===== src/rtl/weighted_rr_bus_arbiter_if.sv =====
`default_nettype none
// ============================================================================
// Module   : weighted_rr_bus_arbiter_if
// Brief    : Request/grant and configuration bundle for the weighted
//            round-robin bus arbiter.
// Revision : 1.0 - initial release
// ============================================================================
interface weighted_rr_bus_arbiter_if #(
    parameter int NUM_MASTERS = 8,
    parameter int ID_W        = 3
);
    logic [NUM_MASTERS-1:0] req;
    logic [NUM_MASTERS-1:0] grant;
    logic                   grant_valid;
    logic [ID_W-1:0]        grant_id;
    logic                   config_wr;
    logic [3:0]             config_addr;
    logic [7:0]             config_data;

    // Requesters and software side
    modport master (
        output req, config_wr, config_addr, config_data,
        input  grant, grant_valid, grant_id
    );

    // Arbiter side
    modport slave (
        input  req, config_wr, config_addr, config_data,
        output grant, grant_valid, grant_id
    );
endinterface
`default_nettype wire


===== src/rtl/weighted_rr_bus_arbiter.sv =====
`default_nettype none
// ============================================================================
// Module   : weighted_rr_bus_arbiter
// Brief    : NUM_MASTERS-way bus arbiter, round-robin or fixed priority,
//            with per-master weighted hold time and per-master enable.
// Revision : 1.0 - initial release
// ============================================================================
module weighted_rr_bus_arbiter #(
    parameter int NUM_MASTERS = 8,
    parameter int WEIGHT_W    = 4,
    parameter int ID_W        = 3
) (
    input  wire logic                 clk,
    input  wire logic                 reset,
    weighted_rr_bus_arbiter_if.slave  bus
);

    typedef enum logic [0:0] {
        ST_IDLE = 1'b0,
        ST_OWN  = 1'b1
    } state_t;

    localparam logic [ID_W:0]     C_NM_EXT = (ID_W+1)'(NUM_MASTERS);
    localparam logic [ID_W-1:0]   C_LAST   = ID_W'(NUM_MASTERS-1);
    localparam logic [WEIGHT_W-1:0] C_ONE  = WEIGHT_W'(1);

    state_t                   state_q, state_d;
    logic [NUM_MASTERS-1:0]   grant_q, grant_d;
    logic [ID_W-1:0]          grant_id_q, grant_id_d;
    logic                     grant_valid_q, grant_valid_d;
    logic [WEIGHT_W-1:0]      credit_q, credit_d;
    logic [ID_W-1:0]          rr_ptr_q, rr_ptr_d;
    logic                     mode_q;
    logic [NUM_MASTERS-1:0]   enable_q;
    logic [WEIGHT_W-1:0]      weight_q [NUM_MASTERS];

    logic [NUM_MASTERS-1:0]   elig;
    logic [NUM_MASTERS-1:0]   hold_mask;
    logic [NUM_MASTERS-1:0]   arb_mask;
    logic [ID_W-1:0]          next_ptr;
    logic [ID_W-1:0]          arb_ptr;
    logic [ID_W-1:0]          scan_base;
    logic [ID_W:0]            scan;
    logic [ID_W-1:0]          win;
    logic                     found;
    logic                     do_arb;
    logic [WEIGHT_W-1:0]      hold_w;
    logic [WEIGHT_W-1:0]      win_w;

    // Next-state: holder bookkeeping, then a single arbitration scan whose
    // mask/start point depend on why the arbitration happens.
    always_comb begin
        elig                  = bus.req & enable_q;
        hold_mask             = '0;
        hold_mask[grant_id_q] = 1'b1;
        next_ptr              = (grant_id_q == C_LAST) ? '0 : grant_id_q + 1'b1;
        hold_w                = (weight_q[grant_id_q] == '0) ? C_ONE : weight_q[grant_id_q];

        state_d       = state_q;
        grant_d       = grant_q;
        grant_id_d    = grant_id_q;
        grant_valid_d = grant_valid_q;
        credit_d      = credit_q;
        rr_ptr_d      = rr_ptr_q;
        do_arb        = 1'b0;
        arb_mask      = elig;
        arb_ptr       = rr_ptr_q;

        case (state_q)
            ST_IDLE: do_arb = 1'b1;
            ST_OWN: begin
                if (!elig[grant_id_q]) begin
                    // Holder dropped its request or was disabled
                    do_arb   = 1'b1;
                    rr_ptr_d = next_ptr;
                    arb_ptr  = next_ptr;
                end else if (credit_q > C_ONE) begin
                    credit_d = credit_q - C_ONE;
                end else if ((elig & ~hold_mask) != '0) begin
                    // Credit spent and someone else waits: hand over
                    do_arb   = 1'b1;
                    rr_ptr_d = next_ptr;
                    arb_ptr  = next_ptr;
                    arb_mask = elig & ~hold_mask;
                end else begin
                    // Nobody else wants the bus: keep it without a bubble
                    credit_d = hold_w;
                end
            end
            default: state_d = ST_IDLE;
        endcase

        // Fixed priority is a scan that always starts at index 0
        scan_base = mode_q ? '0 : arb_ptr;
        found     = 1'b0;
        win       = '0;
        scan      = '0;
        for (int i = 0; i < NUM_MASTERS; i++) begin
            scan = {1'b0, scan_base} + (ID_W+1)'(i);
            if (scan >= C_NM_EXT) begin
                scan = scan - C_NM_EXT;
            end
            if (!found && arb_mask[scan[ID_W-1:0]]) begin
                found = 1'b1;
                win   = scan[ID_W-1:0];
            end
        end
        win_w = (weight_q[win] == '0) ? C_ONE : weight_q[win];

        if (do_arb) begin
            if (found) begin
                state_d       = ST_OWN;
                grant_d       = '0;
                grant_d[win]  = 1'b1;
                grant_id_d    = win;
                grant_valid_d = 1'b1;
                credit_d      = win_w;
            end else begin
                state_d       = ST_IDLE;
                grant_d       = '0;
                grant_id_d    = '0;
                grant_valid_d = 1'b0;
                credit_d      = '0;
            end
        end
    end

    // State, registered outputs and configuration registers
    always_ff @(posedge clk or posedge reset) begin
        if (reset) begin
            state_q       <= ST_IDLE;
            grant_q       <= '0;
            grant_id_q    <= '0;
            grant_valid_q <= 1'b0;
            credit_q      <= '0;
            rr_ptr_q      <= '0;
            mode_q        <= 1'b0;
            enable_q      <= '1;
            for (int i = 0; i < NUM_MASTERS; i++) begin
                weight_q[i] <= C_ONE;
            end
        end else begin
            state_q       <= state_d;
            grant_q       <= grant_d;
            grant_id_q    <= grant_id_d;
            grant_valid_q <= grant_valid_d;
            credit_q      <= credit_d;
            rr_ptr_q      <= rr_ptr_d;
            if (bus.config_wr) begin
                if (bus.config_addr == 4'h0) begin
                    mode_q <= bus.config_data[0];
                end
                if (bus.config_addr == 4'h1) begin
                    enable_q <= bus.config_data[NUM_MASTERS-1:0];
                end
                for (int i = 0; i < NUM_MASTERS; i++) begin
                    if (bus.config_addr == 4'(i + 2)) begin
                        weight_q[i] <= bus.config_data[WEIGHT_W-1:0];
                    end
                end
            end
        end
    end

    assign bus.grant       = grant_q;
    assign bus.grant_id    = grant_id_q;
    assign bus.grant_valid = grant_valid_q;

endmodule
`default_nettype wire


===== src/flat_wrapper.sv =====
// flat-port wrapper written by rule: the top's interface ports become plain ports
module weighted_rr_bus_arbiter_flat 
#(
    parameter int NUM_MASTERS = 8,
    parameter int WEIGHT_W    = 4,
    parameter int ID_W        = 3
)
  (clk, reset, bus_req, bus_config_wr, bus_config_addr, bus_config_data, bus_grant, bus_grant_valid, bus_grant_id);
  weighted_rr_bus_arbiter_if #(.NUM_MASTERS(NUM_MASTERS), .ID_W(ID_W)) bus_i ();
  input  wire logic clk;
  input  wire logic reset;
  input wire logic [$bits(bus_i.req)-1:0] bus_req;
  input wire logic [$bits(bus_i.config_wr)-1:0] bus_config_wr;
  input wire logic [$bits(bus_i.config_addr)-1:0] bus_config_addr;
  input wire logic [$bits(bus_i.config_data)-1:0] bus_config_data;
  output wire logic [$bits(bus_i.grant)-1:0] bus_grant;
  output wire logic [$bits(bus_i.grant_valid)-1:0] bus_grant_valid;
  output wire logic [$bits(bus_i.grant_id)-1:0] bus_grant_id;
  assign bus_i.req = bus_req;
  assign bus_i.config_wr = bus_config_wr;
  assign bus_i.config_addr = bus_config_addr;
  assign bus_i.config_data = bus_config_data;
  assign bus_grant = bus_i.grant;
  assign bus_grant_valid = bus_i.grant_valid;
  assign bus_grant_id = bus_i.grant_id;
  weighted_rr_bus_arbiter #(.NUM_MASTERS(NUM_MASTERS), .WEIGHT_W(WEIGHT_W), .ID_W(ID_W)) u_core (.clk(clk), .reset(reset), .bus(bus_i));
endmodule

===== config.mk =====
export PLATFORM = sky130hd
export DESIGN_NAME = weighted_rr_bus_arbiter_flat
export DESIGN_NICKNAME = d
export VERILOG_FILES = /design/src/rtl/weighted_rr_bus_arbiter_if.sv /design/src/rtl/weighted_rr_bus_arbiter.sv /design/src/flat_wrapper.sv
export SDC_FILE = /design/constraint.sdc
export NUM_CORES = 1
export LEC_CHECK = 0
export BUFFER_PORTS_ARGS = -buffer_cell sky130_fd_sc_hd__buf_2
export CAP_MARGIN = 5
export CORE_AREA = 5 5 99 101
export CTS_CLUSTER_SIZE = 20
export DETAILED_ROUTE_END_ITERATION = 16
export DIE_AREA = 0 0 104 106
export MAX_ROUTING_LAYER = met4
export PLACE_DENSITY = 0.86
export SETUP_SLACK_MARGIN = 0.5
export SLEW_MARGIN = 0
export SYNTH_ARGS = -nofsm -noshare
export SYNTH_HDL_FRONTEND = slang
export SYNTH_SLANG_ARGS = --single-unit

===== constraint.sdc =====
create_clock -name clk -period 5.46 [get_ports clk]
set_input_delay 1.092 -clock clk [delete_from_list [all_inputs] [get_ports clk]]
set_output_delay 1.092 -clock clk [all_outputs]
set_load 0.01 [all_outputs]

# Yosys cells after proc, flatten, opt, wreduce, memory -nomap -nowiden
# Index checks and enable logic that the tools add are counted.
# totals
input_bits,23
output_inout_bits,12
elab_cells,182
reg_bits,60
# op_classes
addsub,17
bitwise_logic,6
n_reduce_logical,33
mux,77
n_eq_ne,11
order_cmp,23
# ops
op,count
two-way mux 3 bit,23
two-way mux 4 bit,12
< comparator 3 x 4 -> 1 bit (second input constant),10
two-way mux 8 bit,5
>= comparator 4 bit (second input constant),9
binary-select mux 1 bit (select 3 bit),9
binary-select mux 4 bit (select 3 bit),2
subtractor 3 x 1 -> 3 bit (second input constant),8
two-way mux 1 bit,23
AND reduction 2 bit,10
adder 3 x 3 -> 4 bit (second input constant),4
AND 8 bit,2
equality test 4 x 3 -> 1 bit (second input constant),4
logical NOT 4 bit,3
logical AND 1 bit,9
adder 3 x 2 -> 4 bit (second input constant),2
equality test 4 x 2 -> 1 bit (second input constant),2
equality test 4 bit (second input constant),2
NOT 3 -> 4 bit,2
NOT 8 bit,1
nonzero test 8 bit,1
logical NOT 1 bit,7
demux 1 bit (select 3 bit),2
>= comparator 3 x 1 -> 1 bit (second input constant),2
12 further kinds,13

# Logic depth before layout (Yosys ltp)
# logic_depth
ltp_word,46
ltp_mapped,24
depth_no_buf,19

# Worst setup path after synthesis
# Ideal clock, no wire load.
# synth_path
path_type,input-to-reg
start,input port bus_req[2]
end,register u_core.credit_q[0]
cell_stages,22
required_time_ns,5.340
setup_time_ns,0.120
arrival_ns,5.633
n_path_buf,5
setup_slack_ns,-0.293
path_cell_list,nand2_1 -> mux2_1 -> a22oi_2 -> o211ai_4 -> a211o_1 -> and2_1 -> buf_4 -> inv_2 -> buf_4 -> ha_1 -> a211o_1 -> nand2_1 -> a221oi_1 -> or4_1 -> buf_2 -> or3_1 -> buf_6 -> o21ai_2 -> buf_6 -> a2111oi_0 -> or4_1 -> a41o_1
# synth_between
elab_chain_len,42
elab_cells_between_ends,107
cone_classes,add/sub: 15; order compare: 8; eq/ne: 1; mux: 61; bitwise: 3; reduce/logical: 19
# synth_lines
element,line_no,text
from (decl),flat_wrapper.sv:12,input wire logic [$bits(bus_i.req)-1:0] bus_req;
AND 8 bit *,weighted_rr_bus_arbiter.sv:53,elig = bus.req & enable_q;
branches (longest 41 deep; another with adder 3 x 1 -> 4 bit),n/a,
to (signal assigned),weighted_rr_bus_arbiter.sv:147,credit_q <= credit_d;
to (decl),weighted_rr_bus_arbiter.sv:31,"logic [WEIGHT_W-1:0] credit_q, credit_d;"
# Every way passes the cells marked *. The select of a mux whose other input is x is not followed.
# A chain may end at the register's enable or synchronous reset.

# Final worst setup path
# layout_path
start,input port bus_req[6]
end,register u_core.credit_q[2]
# The elaborated chain is that of the path after synthesis.

==> results.ini <==
[run_status]
status = finished clean

[yosys]
synth_top_area_share = 0.234
ys_types = 79
yosysWarnings = 0
ys.flop_type = dfrtp_1
async_flop_share = 1.00
ys_ff_latch = 60
yosys-top-cells-area = dfrtp_1 (23%), mux2_2 (13%), dfstp_2 (8.9%)
synth_top_area_cell = dfrtp_1
synth.most_common_cell = mux2_2
synth-edff-count = 0
synth_nets = 515
yosysSeqAreaShare = 0.323
synth_cells = 486
netlist_top_cells_count = mux2_2 (53), dfrtp_1 (44), nand2_1 (40), nor2_1 (28), o21ai_0 (19)
synth.avg_cell_area_um2 = 9.69
syn_area_um2 = 4710

[drt]
drtIter0Drc = 363
totalWireLength_mm = 14.7
dr.pass1.iters = 5
drc = 0
via_per_inst = 6.54
wire_per_inst_um = 20.4
route.antenna.remaining_nets = 0
vias = 4717

[critical_path]
slowest_delay_ps = 580
end_kind = flip-flop
cp_top_family = compound AO/OA/AOI/OAI gates
reg2reg_to = u_core.credit_q[2]
r2r_cells = 22
crit_path_start_kind = primary input
crit_type = primary input to flip-flop
rr_startpoint = u_core.bus.grant_id[1]
required_ps = 5690
path_max_fanout = 17
cp_cell_sequence = buf_6 > nand2_4 > mux2_4 > a22oi_2 > o211ai_4 > a211o_1 > nand2_2 > inv_4 > ha_4 > inv_4 > o21ai_2 > a221o_1 > o211ai_1 > nand4_1 > or4_4 > or3_4 > buf_4 > o211a_1 > a2111oi_0 > or4_1 > buf_4 > o21ai_2
critPathSlowestCell = or4_4
arrival_ps = 5540
rrSetupSlack_ps = 230
crit_buf_inv = 5

[worst_hold_path]
min_path_type = flip-flop to flip-flop
min-delay-start = u_core.bus.grant[2]
hold_end = u_core.bus.grant[2]
hold_depth = 2

[sta]
rsz0062_at_grt = yes
fin_worst_skew_ps = 9.62
fin_crit_ps = 5310
setup_ws_ps = 154
hold_viol_final = 0
fmax_mhz = 188
final_max_slew_viol_count = 0
setup_viol = 0
whs_ps = 482
max_slew.worst_pin.slew_ps = 754
fin_crit_sh = 0.972
max-slew-margin-rel = 0.497

[cells_and_area]
fin_cells = 721
n_antenna_cell = 0
synthToLayoutAreaGrowth_pct = 32.1
drive_gt1_frac = 0.485
finalNetCount = 634
fillers = 671

[grt]
antenna_found_initial = 0
grt_max_degree = 61
grt_usage = 0.261
gr-total-overflow = 0
grt_pass1_wl_mm = 23.2
grt_pass1_vias = 4557

[die]
coreArea_um2 = 8930
num_rows = 35
io_pins = 35
die_width_um = 104
fp.dieH_um = 106
die_area_um2 = 11000
initial_core_util = 0.527

[clock_tree]
cts_hold_buf = 0
htree_levels = 3
clock_latency_ps = 350
clockRootBuffer = clkbuf_8
clkSinkCount = 60
cts_max_path_buffers = 2
cts_buffers = 9
cts_tree = yes
clk_pin_slew_worst_paths_ps = 80

[placement]
dpl_worst_slack_ps = -315
dp_cells = 697
io_buffers = 34
gp_congestion = 1.02
dp_hpwl_mm = 10.8

[run]
cap_violations = 0

[worst max path at each step]
stage,start,end,slack [ps],depth (start not counted)
after floorplan,bus_req[6],u_core.credit_q[0],-80,21
after global placement,bus_req[5],u_core.credit_q[0],-230,18
after detailed placement,bus_req[2],u_core.credit_q[0],-310,20
after CTS,bus_req[5],u_core.credit_q[3],230,21
after global routing,bus_req[2],u_core.credit_q[2],0.3,22
final,bus_req[6],u_core.credit_q[2],150,22
[layout by cell type, fill, tap and decap left out, types with 4 or more instances in the layout]
cell       count
buf_4         94
mux2_2        53
dfrtp_1       42
nand2_1       32
buf_2         30
nor2_1        27
o21ai_0       17
o211a_1       17
mux2i_1       16
dfstp_2       16
a21oi_1       14
nand3_1       13
and3_1        10
a22o_1        10
clkbuf_8       9
nand2_2        7
nor3_1         7
inv_1          7
a2111oi_0      7
buf_6          7
nor2b_1        6
and2_1         6
a211oi_1       5
a31oi_1        5
nand3b_1       4
o22ai_1        4
a211o_1        4
nand2b_1       4
o21ai_2        4
o211ai_1       4
o21a_1         4
a2111oi_2      4
ha_1           4
[state kept, by name, summed over array words and instances, names as in the netlist]
| register | flops |
|---|---|
| u_core.bus.grant | 8 |
| u_core.bus.grant_id | 3 |
| u_core.credit_q | 4 |
| u_core.weight_q | 32 |
| u_core.enable_q | 8 |
| u_core.mode_q | 1 |
| u_core.rr_ptr_q | 3 |
| u_core.bus.grant_valid | 1 |
[area by class of cell]
| type | instances | area (µm²) | area share |
|---|---|---|---|
| multi-input cells | 389 | 3330 | 0.536 |
| clock buffers | 10 | 128 | 0.0205 |
| clock inverters | 6 | 72.6 | 0.0117 |
| inverters | 12 | 50.0 | 0.00805 |
| flip-flops and latches | 60 | 1520 | 0.245 |
| repair buffers | 133 | 975 | 0.157 |
| well taps | 111 | 139 | 0.0223 |
[cells by family after synthesis]
kind of cell | count (synthesis) | synth area share
fa+ha+maj | 6 | 0.0159
compound gates | 153 | 0.261
simple gates | 150 | 0.168
xor+xnor | 5 | 0.00930
mux | 74 | 0.180
flops | 60 | 0.323
buf+inv | 38 | 0.0425
[worst register-to-register path: stages, from the launching register on]
cell	delay, ps
dfrtp_2	470
buf_4	170
nor3b_4	240
o22ai_1	150
nor4_4	310
o211ai_4	140
a211o_1	350
nand2_2	100
inv_4	60
ha_4	180
inv_4	60
o21ai_2	50
a221o_1	290
o211ai_1	150
nand4_1	120
or4_4	580
or3_4	390
buf_4	220
o211a_1	160
a2111oi_0	550
or4_1	230
buf_4	120
o21ai_2	40
[layer usage]
metal	part of all wire	vias up	global-route usage	wire length, µm
met5	0	-	-	0
met4	0.038	0	0.105	561
met3	0.061	57	0.0431	891
met2	0.48	214	0.428	7120
met1	0.42	2304	0.323	6140
li1	-	2142	-	-
[metrics by stage]
| stage | setup TNS (ps) | area, µm² | utilization |
|---|---|---|---|
| floorplan | -76.0 | 4800 | - |
| global placement | -581 | 5650 | 0.632 |
| detailed placement | -829 | 5650 | 0.632 |
| CTS | 0 | 5990 | 0.671 |
| global route | 0 | 6220 | 0.696 |
| finish | 0 | 6220 | 0.696 |
[repair_timing]
item	in CTS	in global routing
gates resized for setup	25	41
setup buffers	4	3
pin swaps	13	14
endpoints found under the setup margin	9	13
gates cloned	0	1
Power is not shown: default switching activity piles up to over one toggle a cycle in this logic, so the estimate is an artifact.
